File: src/rtl/hps_pixel_server.sv
// Toggle-handshake responder serving SDRAM frame pixels (RD1/RD2 FIFOs) to the HPS over PIO.
// Define PIXSRV_TOP_EDGE_EN to build the top-edge tracker; otherwise oTOP_EDGE is tied to V_ACTIVE.
module hps_pixel_server #(
    parameter int H_ACTIVE  = 640,
    parameter int V_ACTIVE  = 480,
    parameter int RD_LAT    = 1,
    parameter int PROBE_COL = 320
) (
    input  logic        iCLK,
    input  logic        iRST,
    input  logic        iREQ,
    input  logic        iCLR,
    input  logic [9:0]  iTHRESH,
    input  logic [15:0] iRD_DATA1,
    input  logic [15:0] iRD_DATA2,
    output logic        oRD,
    output logic [15:0] oPIX_DATA1,
    output logic [15:0] oPIX_DATA2,
    output logic        oBINARY,
    output logic [9:0]  oX,
    output logic [8:0]  oY,
    output logic        oFRAME_DONE,
    output logic [8:0]  oTOP_EDGE,
    output logic        oBUSY,
    output logic        oACK
);

    // state  | meaning
    // IDLE   | waiting for a request toggle (req_s != oACK)
    // READ   | oRD strobe to both read FIFOs
    // WAIT   | RD_LAT cycles until FIFO data is valid, then capture
    // CALC   | average the RGB channels and threshold
    // RESP   | publish pixel, toggle oACK, advance raster counters
    typedef enum logic [2:0] {S_IDLE, S_READ, S_WAIT, S_CALC, S_RESP} state_t;

    localparam logic [9:0] X_LAST   = 10'(H_ACTIVE - 1);
    localparam logic [8:0] Y_LAST   = 9'(V_ACTIVE - 1);
    localparam logic [8:0] Y_NONE   = 9'(V_ACTIVE);
    localparam logic [2:0] LAT_INIT = 3'(RD_LAT - 1);

    state_t      state;
    logic        req_meta, req_s;
    logic [2:0]  lat_cnt;
    logic [15:0] d1_q, d2_q;
    logic        bin_q;
    logic [9:0]  x_cnt;
    logic [8:0]  y_cnt;

    logic        pending;
    logic        last_pix;
    logic [9:0]  r_val, g_val, b_val;
    logic [11:0] sum;
    logic [9:0]  avg;

    assign pending  = (req_s != oACK);
    assign last_pix = (x_cnt == X_LAST) && (y_cnt == Y_LAST);

    assign r_val = d2_q[9:0];
    assign g_val = {d1_q[14:10], d2_q[14:10]};
    assign b_val = d1_q[9:0];
    assign sum   = 12'(r_val) + 12'(g_val) + 12'(b_val);
    assign avg   = 10'(sum / 12'd3);

    always_ff @(posedge iCLK or posedge iRST) begin
        if (iRST) begin
            state       <= S_IDLE;
            req_meta    <= 1'b0;
            req_s       <= 1'b0;
            lat_cnt     <= '0;
            d1_q        <= '0;
            d2_q        <= '0;
            bin_q       <= 1'b0;
            x_cnt       <= '0;
            y_cnt       <= '0;
            oRD         <= 1'b0;
            oPIX_DATA1  <= '0;
            oPIX_DATA2  <= '0;
            oBINARY     <= 1'b0;
            oX          <= '0;
            oY          <= '0;
            oFRAME_DONE <= 1'b0;
            oBUSY       <= 1'b0;
            oACK        <= 1'b0;
        end else begin
            req_meta    <= iREQ;
            req_s       <= req_meta;
            oRD         <= 1'b0;
            oFRAME_DONE <= 1'b0;

            case (state)
                S_IDLE: begin
                    if (pending) begin
                        state <= S_READ;
                        oRD   <= 1'b1;
                        oBUSY <= 1'b1;
                    end
                end
                S_READ: begin
                    state   <= S_WAIT;
                    lat_cnt <= LAT_INIT;
                end
                S_WAIT: begin
                    if (lat_cnt == 3'd0) begin
                        d1_q  <= iRD_DATA1;
                        d2_q  <= iRD_DATA2;
                        state <= S_CALC;
                    end else begin
                        lat_cnt <= lat_cnt - 3'd1;
                    end
                end
                S_CALC: begin
                    bin_q <= (avg > iTHRESH);
                    state <= S_RESP;
                end
                S_RESP: begin
                    oPIX_DATA1  <= {1'b0, d1_q[14:0]};
                    oPIX_DATA2  <= {1'b0, d2_q[14:0]};
                    oBINARY     <= bin_q;
                    oX          <= x_cnt;
                    oY          <= y_cnt;
                    oACK        <= ~oACK;
                    oFRAME_DONE <= last_pix && !iCLR;
                    oBUSY       <= 1'b0;
                    state       <= S_IDLE;
                end
                default: begin
                    state <= S_IDLE;
                    oBUSY <= 1'b0;
                end
            endcase

            // A clear in the RESP cycle wins: the pixel is reported but not counted.
            if (iCLR) begin
                x_cnt <= '0;
                y_cnt <= '0;
            end else if (state == S_RESP) begin
                if (x_cnt == X_LAST) begin
                    x_cnt <= '0;
                    y_cnt <= (y_cnt == Y_LAST) ? 9'd0 : y_cnt + 9'd1;
                end else begin
                    x_cnt <= x_cnt + 10'd1;
                end
            end
        end
    end

`ifdef PIXSRV_TOP_EDGE_EN
    localparam logic [9:0] PROBE = 10'(PROBE_COL);

    logic [8:0] edge_row;
    logic [8:0] edge_next;
    logic       probe_hit;

    // Only the first hit in the probe column of a frame is kept.
    assign probe_hit = (x_cnt == PROBE) && bin_q && (edge_row == Y_NONE);
    assign edge_next = probe_hit ? y_cnt : edge_row;

    always_ff @(posedge iCLK or posedge iRST) begin
        if (iRST) begin
            edge_row  <= Y_NONE;
            oTOP_EDGE <= Y_NONE;
        end else if (iCLR) begin
            edge_row <= Y_NONE;
        end else if (state == S_RESP) begin
            if (last_pix) begin
                oTOP_EDGE <= edge_next;
                edge_row  <= Y_NONE;
            end else begin
                edge_row <= edge_next;
            end
        end
    end
`else
    assign oTOP_EDGE = Y_NONE;
`endif

endmodule
File: config.mk
export PLATFORM = sky130hd
export DESIGN_NAME = hps_pixel_server
export DESIGN_NICKNAME = d
export VERILOG_FILES = /design/src/rtl/hps_pixel_server.sv
export SDC_FILE = /design/constraint.sdc
export NUM_CORES = 1
export LEC_CHECK = 0
export ABC_AREA = 1
export CORE_ASPECT_RATIO = 1.25
export CORE_MARGIN = 8
export CORE_UTILIZATION = 47
export CTS_CLUSTER_DIAMETER = 40
export DETAILED_ROUTE_END_ITERATION = 8
export PLACE_DENSITY = 0.83
export SLEW_MARGIN = 25
export SYNTH_ARGS = -nofsm -noshare
export SYNTH_HDL_FRONTEND = slang
export SYNTH_SLANG_ARGS = --single-unit
File: constraint.sdc
create_clock -name iCLK -period 9.1 [get_ports iCLK]
set_input_delay 1.82 -clock iCLK [delete_from_list [all_inputs] [get_ports iCLK]]
set_output_delay 1.82 -clock iCLK [all_outputs]
set_load 0.005 [all_outputs]
==> results by group, run 1 <==
Outcome
  • Status: finished clean

GRT
  • Vias in the first global route: 4833
  • First-pass GRT wire length: about 23000 um
  • Total gr overflow: 0
  • Initial antenna violation count: 0
  • Largest net degree at the start of global routing: 89
  • All-layer global routing usage: 16.54%

STA
  • Period utilization: ~63%
  • Fmax: approximately 180 MHz
  • Worst setup margin: 3392 ps
  • Setup violators final: 0
  • Clock period minus worst slack: 5708 ps
  • RSZ-0062 raised after global routing: false
  • Final Hold Viols: 0
  • Fin Hold WS: ~350 ps
  • Worst-Margin Slew: 809.0 ps
  • Fin. max-slew vios: 0
  • Slew headroom: 46.07%
  • Worst Clk Skew: 9.319 ps
  • Setup tns final: 0 ps

Die
  • Starting density of the core: 47.86%
  • I/O pin cnt: 111
  • Die area: 0.01681 mm2
  • Die X-Extent: 117.6 um
  • Die Ht: approximately 140 um
  • Total core area: between 0.01 and 0.015 mm2
  • Num rows: 46

Clock tree
  • Max H-tree Level: 3
  • Post-CTS sizing: 0
  • Post-CTS Hold Fix Bufs: 0
  • Clock Latency Late Sink: approximately 350 ps
  • Clk root buf: clkbuf_16
  • Clock sinks: 112
  • CTS tree: built
  • Clock Path Buffers: 2
  • Post-CTS Setup Bufs: 0
  • Reg clk slew, reported paths: 80 ps
  • Total CTS buffers: 9

Drt
  • DRT iter0 DRCs: 265
  • First-pass iteration count of the detailed router: 4
  • Final ANT Viol Nets: 0
  • Residual DRC count: 0
  • Vias: 4858
  • Vias/cell: 4.962
  • DR WL/cell: about 14 um
  • Routed WL: approximately 14000 um

Worst setup path
  • Crit Path Category: reg2reg
  • Most frequent CP cell: nand2_2
  • Flop-to-flop setup slack: 3390 ps
  • Setup crit end kind: flop
  • Startpoint Class: flop
  • Worst path arrival time: 5940 ps
  • CP max stage cell: fa_1
  • CP max stage delay: 440 ps
  • Critical Path RT: just over 9000 ps
  • CP Max Fanout: 5

Layout
  • Filler cell count: 1121
  • Share of cells above drive strength 1: 10.97%
  • P&R area growth vs syn: 23.02%
  • Number of antenna cells inserted: 0
  • Nets: 887
  • Non-Filler Instances: slightly below 1000

Run
  • Maxcap violations: 0

Placed design
  • DP HPWL: 10320 um
  • PortBufs: between 90 and 100
  • Placement Setup Slack: roughly 3400 ps
  • Placed cells: 963
  • Final Wtd Congestion: about 0.89

Logic synthesis
  • Cell area after synthesis: 0.006060 mm2
  • Ys flop type: dfrtp_1
  • Post-synthesis sequential area ratio: 46.25%
  • Post-synthesis cell count: 712
  • Synthesis-stage register bit count: between 100 and 150
  • Post-synth ARST share: 100.0%
  • Unique masters post-synth: between 40 and 50
  • Synthesis warning total: 0
  • Syn avg cell area: between 8 and 9 um2
  • EDFF count, synth: 0

Min path
  • HP Class: reg2reg
==> cell type report <==
type	instances	area [um2]	area share [%]
sequential	112	2803	37.60
clock buffer	10	239.0	3.206
timing repair buffer	101	1005	13.48
inverter	101	382.9	5.136
tap	168	210.2	2.820
clock inverter	6	45.04	0.6042
multi-input combinational	481	2770	37.16
==> cell usage after synthesis, types with 2 or more instances <==
library cell | instances | area [um2]
fa_1 | 11 | 220.2
nand2_2 | 24 | 150.1
o21ai_2 | 4 | 35.03
a21oi_1 | 38 | 190.2
nand4_1 | 6 | 37.54
a221oi_1 | 2 | 17.52
inv_1 | 95 | 356.6
buf_4 | 11 | 82.58
dfrtp_1 | 112 | 2803
o21ai_1 | 4 | 20.02
conb_1 | 2 | 7.510
nor4_1 | 5 | 31.28
xor2_1 | 4 | 35.03
mux2_2 | 12 | 135.1
nor2_1 | 54 | 202.7
nand3_2 | 9 | 90.09
nor2_2 | 3 | 18.77
o21ai_0 | 46 | 230.2
inv_2 | 4 | 15.01
o21bai_2 | 3 | 33.78
nand2_1 | 164 | 615.6
ha_1 | 24 | 300.3
xnor2_1 | 3 | 26.28
clkbuf_1 | 14 | 52.55
nor3_1 | 11 | 55.05
o21bai_1 | 3 | 22.52
nand3_1 | 24 | 120.1
nor2_4 | 2 | 22.52
buf_1 | 2 | 7.510
==> cells in the final DEF, fill, tap and decap left out, drive strengths merged, types with 6 or more instances in the layout <==
cell type and instances:
mux2 12, fa 11, nor2 59, inv 99
a21oi 40, conb 11, clkdlybuf4s50 97, nor3 11
o21bai 6, o21ai 54, dfrtp 112, nand4 6
nand2 189, ha 24, nand3 33, clkbuf 10
==> routing by layer <==
| metal | vias to the layer above | routed length (um) | GRT usage (%) |
|---|---|---|---|
| li1 | 2431 | - | - |
| met1 | 2300 | 5816 | 18.76 |
| met2 | 103 | 6817 | 28.99 |
| met3 | 24 | 741 | 4.346 |
| met4 | 0 | 319 | 7.095 |
| met5 | - | 0 | 0 |
==> sequential cells by signal (all words and copies together), names as in the netlist <==
| name | count |
|---|---|
| bin_q | 1 |
| d1_q | 15 |
| d2_q | 15 |
| lat_cnt | 3 |
| oACK | 1 |
| oBINARY | 1 |
| oBUSY | 1 |
| oFRAME_DONE | 1 |
| oPIX_DATA1 | 15 |
| oPIX_DATA2 | 15 |
| oRD | 1 |
| oX | 10 |
| oY | 9 |
| req_meta | 1 |
| req_s | 1 |
| state | 3 |
| x_cnt | 10 |
| y_cnt | 9 |
==> cell families after synthesis <==
kind of cell / Yosys count / synth area share, %
AND/OR/NAND/NOR: 308 / 22.94
other: 2 / 0.1239
XOR/XNOR: 7 / 1.012
buffers and inverters: 128 / 8.631
multiplexers: 12 / 2.230
AO/OA/AOI/OAI: 108 / 10.22
flip-flops: 112 / 46.25
adder cells (fa/ha/maj): 35 / 8.590
==> worst paths after layout <==
kind,start,end,depth (start not counted)
max in group asynchronous,iRST,d1_q[10],3
worst min-delay path,req_meta,req_s,0
worst min register to register,req_meta,req_s,0
worst max-delay path,d1_q[1],bin_q,46
min in group asynchronous,iRST,req_meta,2
worst max register to register,d1_q[1],bin_q,46
==> worst max-delay path, delay by kind of cell (launching register included) <==
kind | cells | cell delay, ps
AO/OA/AOI/OAI | 7 | 970
adder cells (fa/ha/maj) | 5 | 1370
flip-flops | 1 | 360
buffers and inverters | 8 | 630
AND/OR/NAND/NOR | 26 | 2260
==> per-stage QoR <==
stage	cell area [um2]	utilization, %
6_report	7455	58.87
5_1_grt	7455	58.87
4_1_cts	7451	58.84
3_5_place_dp	7167	56.60
3_3_place_gp	7167	56.60
2_1_floorplan	6093	-
Power of run 1 is left out: the tool's default activity adds up to more than one toggle a clock period on the data nets, which glitch-free logic cannot reach.
==> run 2, diff against run 1 <==
--- a/config.mk
+++ b/config.mk
@@ -11,7 +11,7 @@
 export CORE_UTILIZATION = 47
 export CTS_CLUSTER_DIAMETER = 40
 export DETAILED_ROUTE_END_ITERATION = 8
-export PLACE_DENSITY = 0.83
+export PLACE_DENSITY = 0.86
 export SLEW_MARGIN = 25
 export SYNTH_ARGS = -nofsm -noshare
 export SYNTH_HDL_FRONTEND = slang
==> constraint.sdc (replaced) <==
create_clock -name iCLK -period 4.9 [get_ports iCLK]
set_input_delay 0.98 -clock iCLK [delete_from_list [all_inputs] [get_ports iCLK]]
set_output_delay 0.98 -clock iCLK [all_outputs]
set_load 0.005 [all_outputs]
==> results by group, run 2 (synthesized netlist as in run 1, its figures left out) <==
STA
  • Final Hold Viols: 0 (unchanged)
  • RSZ-0062 raised after global routing: true
  • Period utilization: 114.1% (+51 points)
  • Worst Clk Skew: 6.794 ps (-2.525 ps)
  • Worst setup margin: -690.7 ps (-4083 ps)
  • Clock period minus worst slack: 5591 ps (-117.2 ps)
  • Fin. max-slew vios: 0 (unchanged)
  • Setup tns final: -690.7 ps (-690.7 ps)
  • Fin Hold WS: 356.2 ps (+3.434 ps)
  • Fmax: 178.9 MHz (+2.1%)
  • Setup violators final: 1 (+1)
  • Worst-Margin Slew: 791.2 ps (-17.79 ps)
  • Slew headroom: 47.26% (+1.2 points)

Layout
  • Filler cell count: 996 (-11%)
  • Area of the multi-input gates: 0.003009 mm2 (+8.6%)
  • Nets: 969 (+9.2%)
  • Non-Filler Instances: 1062 (+8.5%)
  • Most frequent cells in the layout: nand2_1, dfrtp_1, clkdlybuf4s50_1, inv_1, buf_4
  • Share of cells above drive strength 1: 25.08% (+14 points)
  • Most common cell after layout, fill and taps aside: nand2_1
  • P&R area growth vs syn: 38.65%
  • Register Area: 0.002803 mm2 (unchanged)
  • Final core utilization: 66.35% (+7.5 points)

Worst setup path
  • Critical Path RT: 5120 ps (-4210 ps)
  • WP buf/inv: 10 (+2)
  • Delay-heaviest family, CP: simple AND/OR/NAND/NOR gates
  • CP max stage cell: fa_1
  • Startpoint Class: flop
  • Worst Reg2Reg Path Length in Cells: 46 (unchanged)
  • CP max stage delay: 420 ps (-20 ps)
  • Worst path arrival time: 5810 ps (-130 ps)
  • CP Depth: 46 (unchanged)
  • Most frequent CP cell: nand2_2
  • Crit Path Category: reg2reg
  • Setup crit end kind: flop
  • CP Max Fanout: 5 (unchanged)

Die
  • Die X-Extent: 117.6 um (unchanged)
  • Die area: 0.01681 mm2 (unchanged)
  • I/O pin cnt: 111 (unchanged)
  • Total core area: 0.01266 mm2 (unchanged)
  • Num rows: 46 (unchanged)
  • Starting density of the core: 47.86% (unchanged)
  • Die Ht: 143.0 um (unchanged)

Drt
  • Residual DRC count: 0 (unchanged)
  • Uppermost routed layer: met4
  • Met3 WL post-DR: 692 um (-6.6%)
  • Detail Route met2 WL: 8593 um (+26%)
  • Vias: 5327 (+9.7%)
  • DR WL/cell: 14.99 um (+7.2%)
  • Vias/cell: 5.016 (+1.1%)
  • Routed WL: 15920 um (+16%)
  • Met1 Wirelength: 6196 um (+6.5%)
  • DRT iter0 DRCs: 265 (unchanged)
  • First-pass iteration count of the detailed router: 4 (unchanged)
  • Final ANT Viol Nets: 0 (unchanged)

Clock tree
  • CTS tree: built
  • Max H-tree Level: 3 (unchanged)
  • Post-CTS Hold Fix Bufs: 0 (unchanged)
  • Total CTS buffers: 9 (unchanged)
  • Reg clk slew, reported paths: 70 ps (about the same)
  • Clock Latency Late Sink: 340 ps (about the same)
  • Clk root buf: clkbuf_16
  • Clock Path Buffers: 2 (unchanged)
  • Clock sinks: 112 (unchanged)

Min path
  • HP Class: reg2reg
  • Hold path depth: 0 (unchanged)

Outcome
  • Failing checks: setup timing
  • Status: complete, but fails checks

GRT
  • Initial antenna violation count: 1 (+1)
  • Vias in the first global route: 5535 (+15%)
  • All-layer global routing usage: 18.24% (+1.7 points)
  • Total gr overflow: 0 (unchanged)
  • First-pass GRT wire length: 25130 um (+11%)
  • Largest net degree at the start of global routing: 89 (unchanged)

Placed design
  • PortBufs: 97 (unchanged)
  • Placed cells: 1018 (+5.7%)
  • Final Wtd Congestion: 0.8987 (+0.69%)
  • DP HPWL: 11130 um (+7.8%)

Run
  • Maxcap violations: 0 (unchanged)
run 2: routing by layer:
layer | vias up | global-route usage [%]
li1 | 2605 | -
met1 | 2560 | 19.63
met2 | 126 | 33.94
met3 | 36 | 3.911
met4 | 0 | 7.770
met5 | - | 0
run 2: worst paths after layout:
check / endpoint / from / slack, ps
worst min register to register: req_s / req_meta / 360
worst max-delay path: bin_q / d1_q[1] / -690
min in group asynchronous: d1_q[0] / iRST / 1150
max in group asynchronous: d1_q[10] / iRST / 2870
worst min-delay path: req_s / req_meta / 360
worst max register to register: bin_q / d1_q[1] / -690
run 2: metrics by stage:
step	setup slack [ps]	instance area, um2
6_report	-690.7	8402
3_3_place_gp	-378.8	7637
5_1_grt	-1035	8402
4_1_cts	-494.7	8187
2_1_floorplan	-88.98	6151
3_5_place_dp	-623.4	7637
run 2: layout make-up:
cell class | count | share of cell area [%]
diodes | 1 | 0.02978
clock buffers | 9 | 2.681
clock inverters | 7 | 1.519
inverters | 101 | 4.676
multi-input cells | 481 | 35.82
flip-flops and latches | 112 | 33.36
well taps | 168 | 2.502
repair buffers | 183 | 19.42
run 2: timing repair:
item,in CTS,in global routing
setup buffers,22,6
pin swaps,34,43
gates resized for setup,13,39
endpoints found under the setup margin,1,1
Power of run 2 is left out for the same reason.
==> run 3, diff against run 2 <==
--- a/config.mk
+++ b/config.mk
@@ -11,7 +11,8 @@
 export CORE_UTILIZATION = 47
 export CTS_CLUSTER_DIAMETER = 40
 export DETAILED_ROUTE_END_ITERATION = 8
-export PLACE_DENSITY = 0.86
+export DONT_BUFFER_PORTS = 1
+export PLACE_DENSITY = 0.66
 export SLEW_MARGIN = 25
 export SYNTH_ARGS = -nofsm -noshare
 export SYNTH_HDL_FRONTEND = slang
==> results by group, run 3 (synthesized netlist as in run 1, its figures left out) <==
Die
  • I/O pin cnt: 111 (unchanged)
  • Die area: 0.01681 mm2 (unchanged)
  • Num rows: 46 (unchanged)
  • Die Ht: 143.0 um (unchanged)
  • Starting density of the core: 47.86% (unchanged)
  • Die X-Extent: 117.6 um (unchanged)
  • Total core area: 0.01266 mm2 (unchanged)

STA
  • Fin. max-slew vios: 0 (unchanged)
  • Period utilization: 114.7% (+0.65 points)
  • Fin Hold WS: 362.4 ps (+6.196 ps)
  • Worst-Margin Slew: 897.7 ps (+106.5 ps)
  • Worst Clk Skew: 6.339 ps (-0.4545 ps)
  • Fmax: 177.8 MHz (-0.57%)
  • Worst setup margin: -722.7 ps (-32.08 ps)
  • Clock period minus worst slack: 5623 ps (+32.08 ps)
  • Slew headroom: 40.15% (-7.1 points)
  • Final Hold Viols: 0 (unchanged)
  • RSZ-0062 raised after global routing: true
  • Setup violators final: 1 (unchanged)

Clock tree
  • Clock Path Buffers: 2 (unchanged)
  • Clock Latency Late Sink: 340 ps (about the same)
  • CTS tree: built
  • Max H-tree Level: 3 (unchanged)
  • Clk root buf: clkbuf_16
  • Clock sinks: 112 (unchanged)
  • Total CTS buffers: 9 (unchanged)
  • Reg clk slew, reported paths: 70 ps (about the same)
  • Post-CTS Hold Fix Bufs: 0 (unchanged)

Outcome
  • Failing checks: setup timing
  • Status: complete, but fails checks

Worst setup path
  • Worst path arrival time: 5850 ps (+40 ps)
  • WP buf/inv: 16 (+6)
  • Startpoint Class: flop
  • CP max stage cell: fa_1
  • Most frequent CP cell: buf_4
  • CP max stage delay: 440 ps (+20 ps)
  • Delay-heaviest family, CP: buffers and inverters
  • CP Max Fanout: 4 (-1)
  • Crit Path Category: reg2reg
  • Setup crit end kind: flop
  • Critical Path RT: 5120 ps (about the same)

GRT
  • Grt met2 use: 31.68% (-2.3 points)
  • Total gr overflow: 0 (unchanged)
  • Initial antenna violation count: 1 (unchanged)
  • Vias in the first global route: 4997 (-9.7%)
  • All-layer global routing usage: 17.38% (-0.87 points)
  • GR peak layer: met2
  • Met1 GRT Util: 18.21% (-1.4 points)
  • GR Util met3: 5.057% (+1.1 points)
  • Largest net degree at the start of global routing: 89 (unchanged)
  • First-pass GRT wire length: 23560 um (-6.3%)

Layout
  • Share of cells above drive strength 1: 27.22% (+2.1 points)
  • Register Area: 0.002803 mm2 (unchanged)
  • Most frequent cells in the layout: nand2_1, dfrtp_1, inv_1, buf_4, nor2_1
  • Most common cell after layout, fill and taps aside: nand2_1
  • Filler cell count: 1126 (+13%)
  • Nets: 868 (-10%)
  • P&R area growth vs syn: 21.89%
  • Area of the multi-input gates: 0.003079 mm2 (+2.3%)
  • Fin area: 0.007386 mm2 (-12%)

Placed design
  • PortBufs: 0 (-100%)
  • Final Wtd Congestion: 0.8720 (-3.0%)
  • DP HPWL: 10790 um (-3.0%)
  • Dpl cell area: 0.006646 mm2 (-13%)

Drt
  • Vias: 4922 (-7.6%)
  • Final ANT Viol Nets: 0 (unchanged)
  • DRT iter0 DRCs: 236 (-11%)
  • Residual DRC count: 0 (unchanged)
  • DR WL/cell: 15.72 um (+4.8%)
  • First-pass iteration count of the detailed router: 4 (unchanged)
  • Routed WL: 15070 um (-5.3%)
  • Vias/cell: 5.132 (+2.3%)

Run
  • Maxcap violations: 0 (unchanged)

Min path
  • HP Class: reg2reg
## run 3: routing by layer
metal  wire (um)  vias up
li1            -     2402
met1        5785     2371
met2        8057      127
met3         869       22
met4         358        0
met5           0        -
## run 3: area by class of cell
type,instances,share of cell area (%)
Multi-Input combinational cell,481,41.69
Sequential cell,112,37.95
Timing Repair Buffer,82,8.504
Inverter,101,5.285
Clock buffer,12,3.473
Tap cell,168,2.846
Clock inverter,2,0.2202
Antenna cell,1,0.03388
## run 3: stage by stage
step / util, % / worst slack [ps] / setup TNS (ps) / cells
floorplan: - / -88.98 / -88.98 / 721
global placement: 52.49 / -383.2 / -383.2 / 918
detailed placement: 52.49 / -631.2 / -631.2 / 918
CTS: 55.94 / -542.9 / -542.9 / 948
global route: 58.33 / -1054 / -1054 / 959
finish: 58.33 / -722.7 / -722.7 / 959
## run 3: worst reg2reg max path: cells and delay by family (launching register included)
family	cells	cell delay [ps]
buffers and inverters	16	1740
adder cells (fa/ha/maj)	4	1140
AND/OR/NAND/NOR	14	1310
flip-flops	1	380
AO/OA/AOI/OAI	7	960
## run 3: repair_timing
item | in CTS | in global routing
gates resized for setup | 15 | 45
hold endpoints to repair | 0 | 0
pin swaps | 35 | 43
setup endpoints to repair | 1 | 1
setup buffers | 16 | 10
## run 3: path summary, 6_finish.rpt
kind | slack [ps] | start | cells after the start | end
max | -720 | d2_q[11] | 41 | bin_q
max in group asynchronous | 3160 | iRST | 2 | oX[5]
max reg2reg | -720 | d2_q[11] | 41 | bin_q
min reg2reg | 360 | req_meta | 0 | req_s
min | 360 | req_meta | 0 | req_s
min in group asynchronous | 690 | iRST | 1 | y_cnt[6]
Power of run 3 is left out for the same reason.
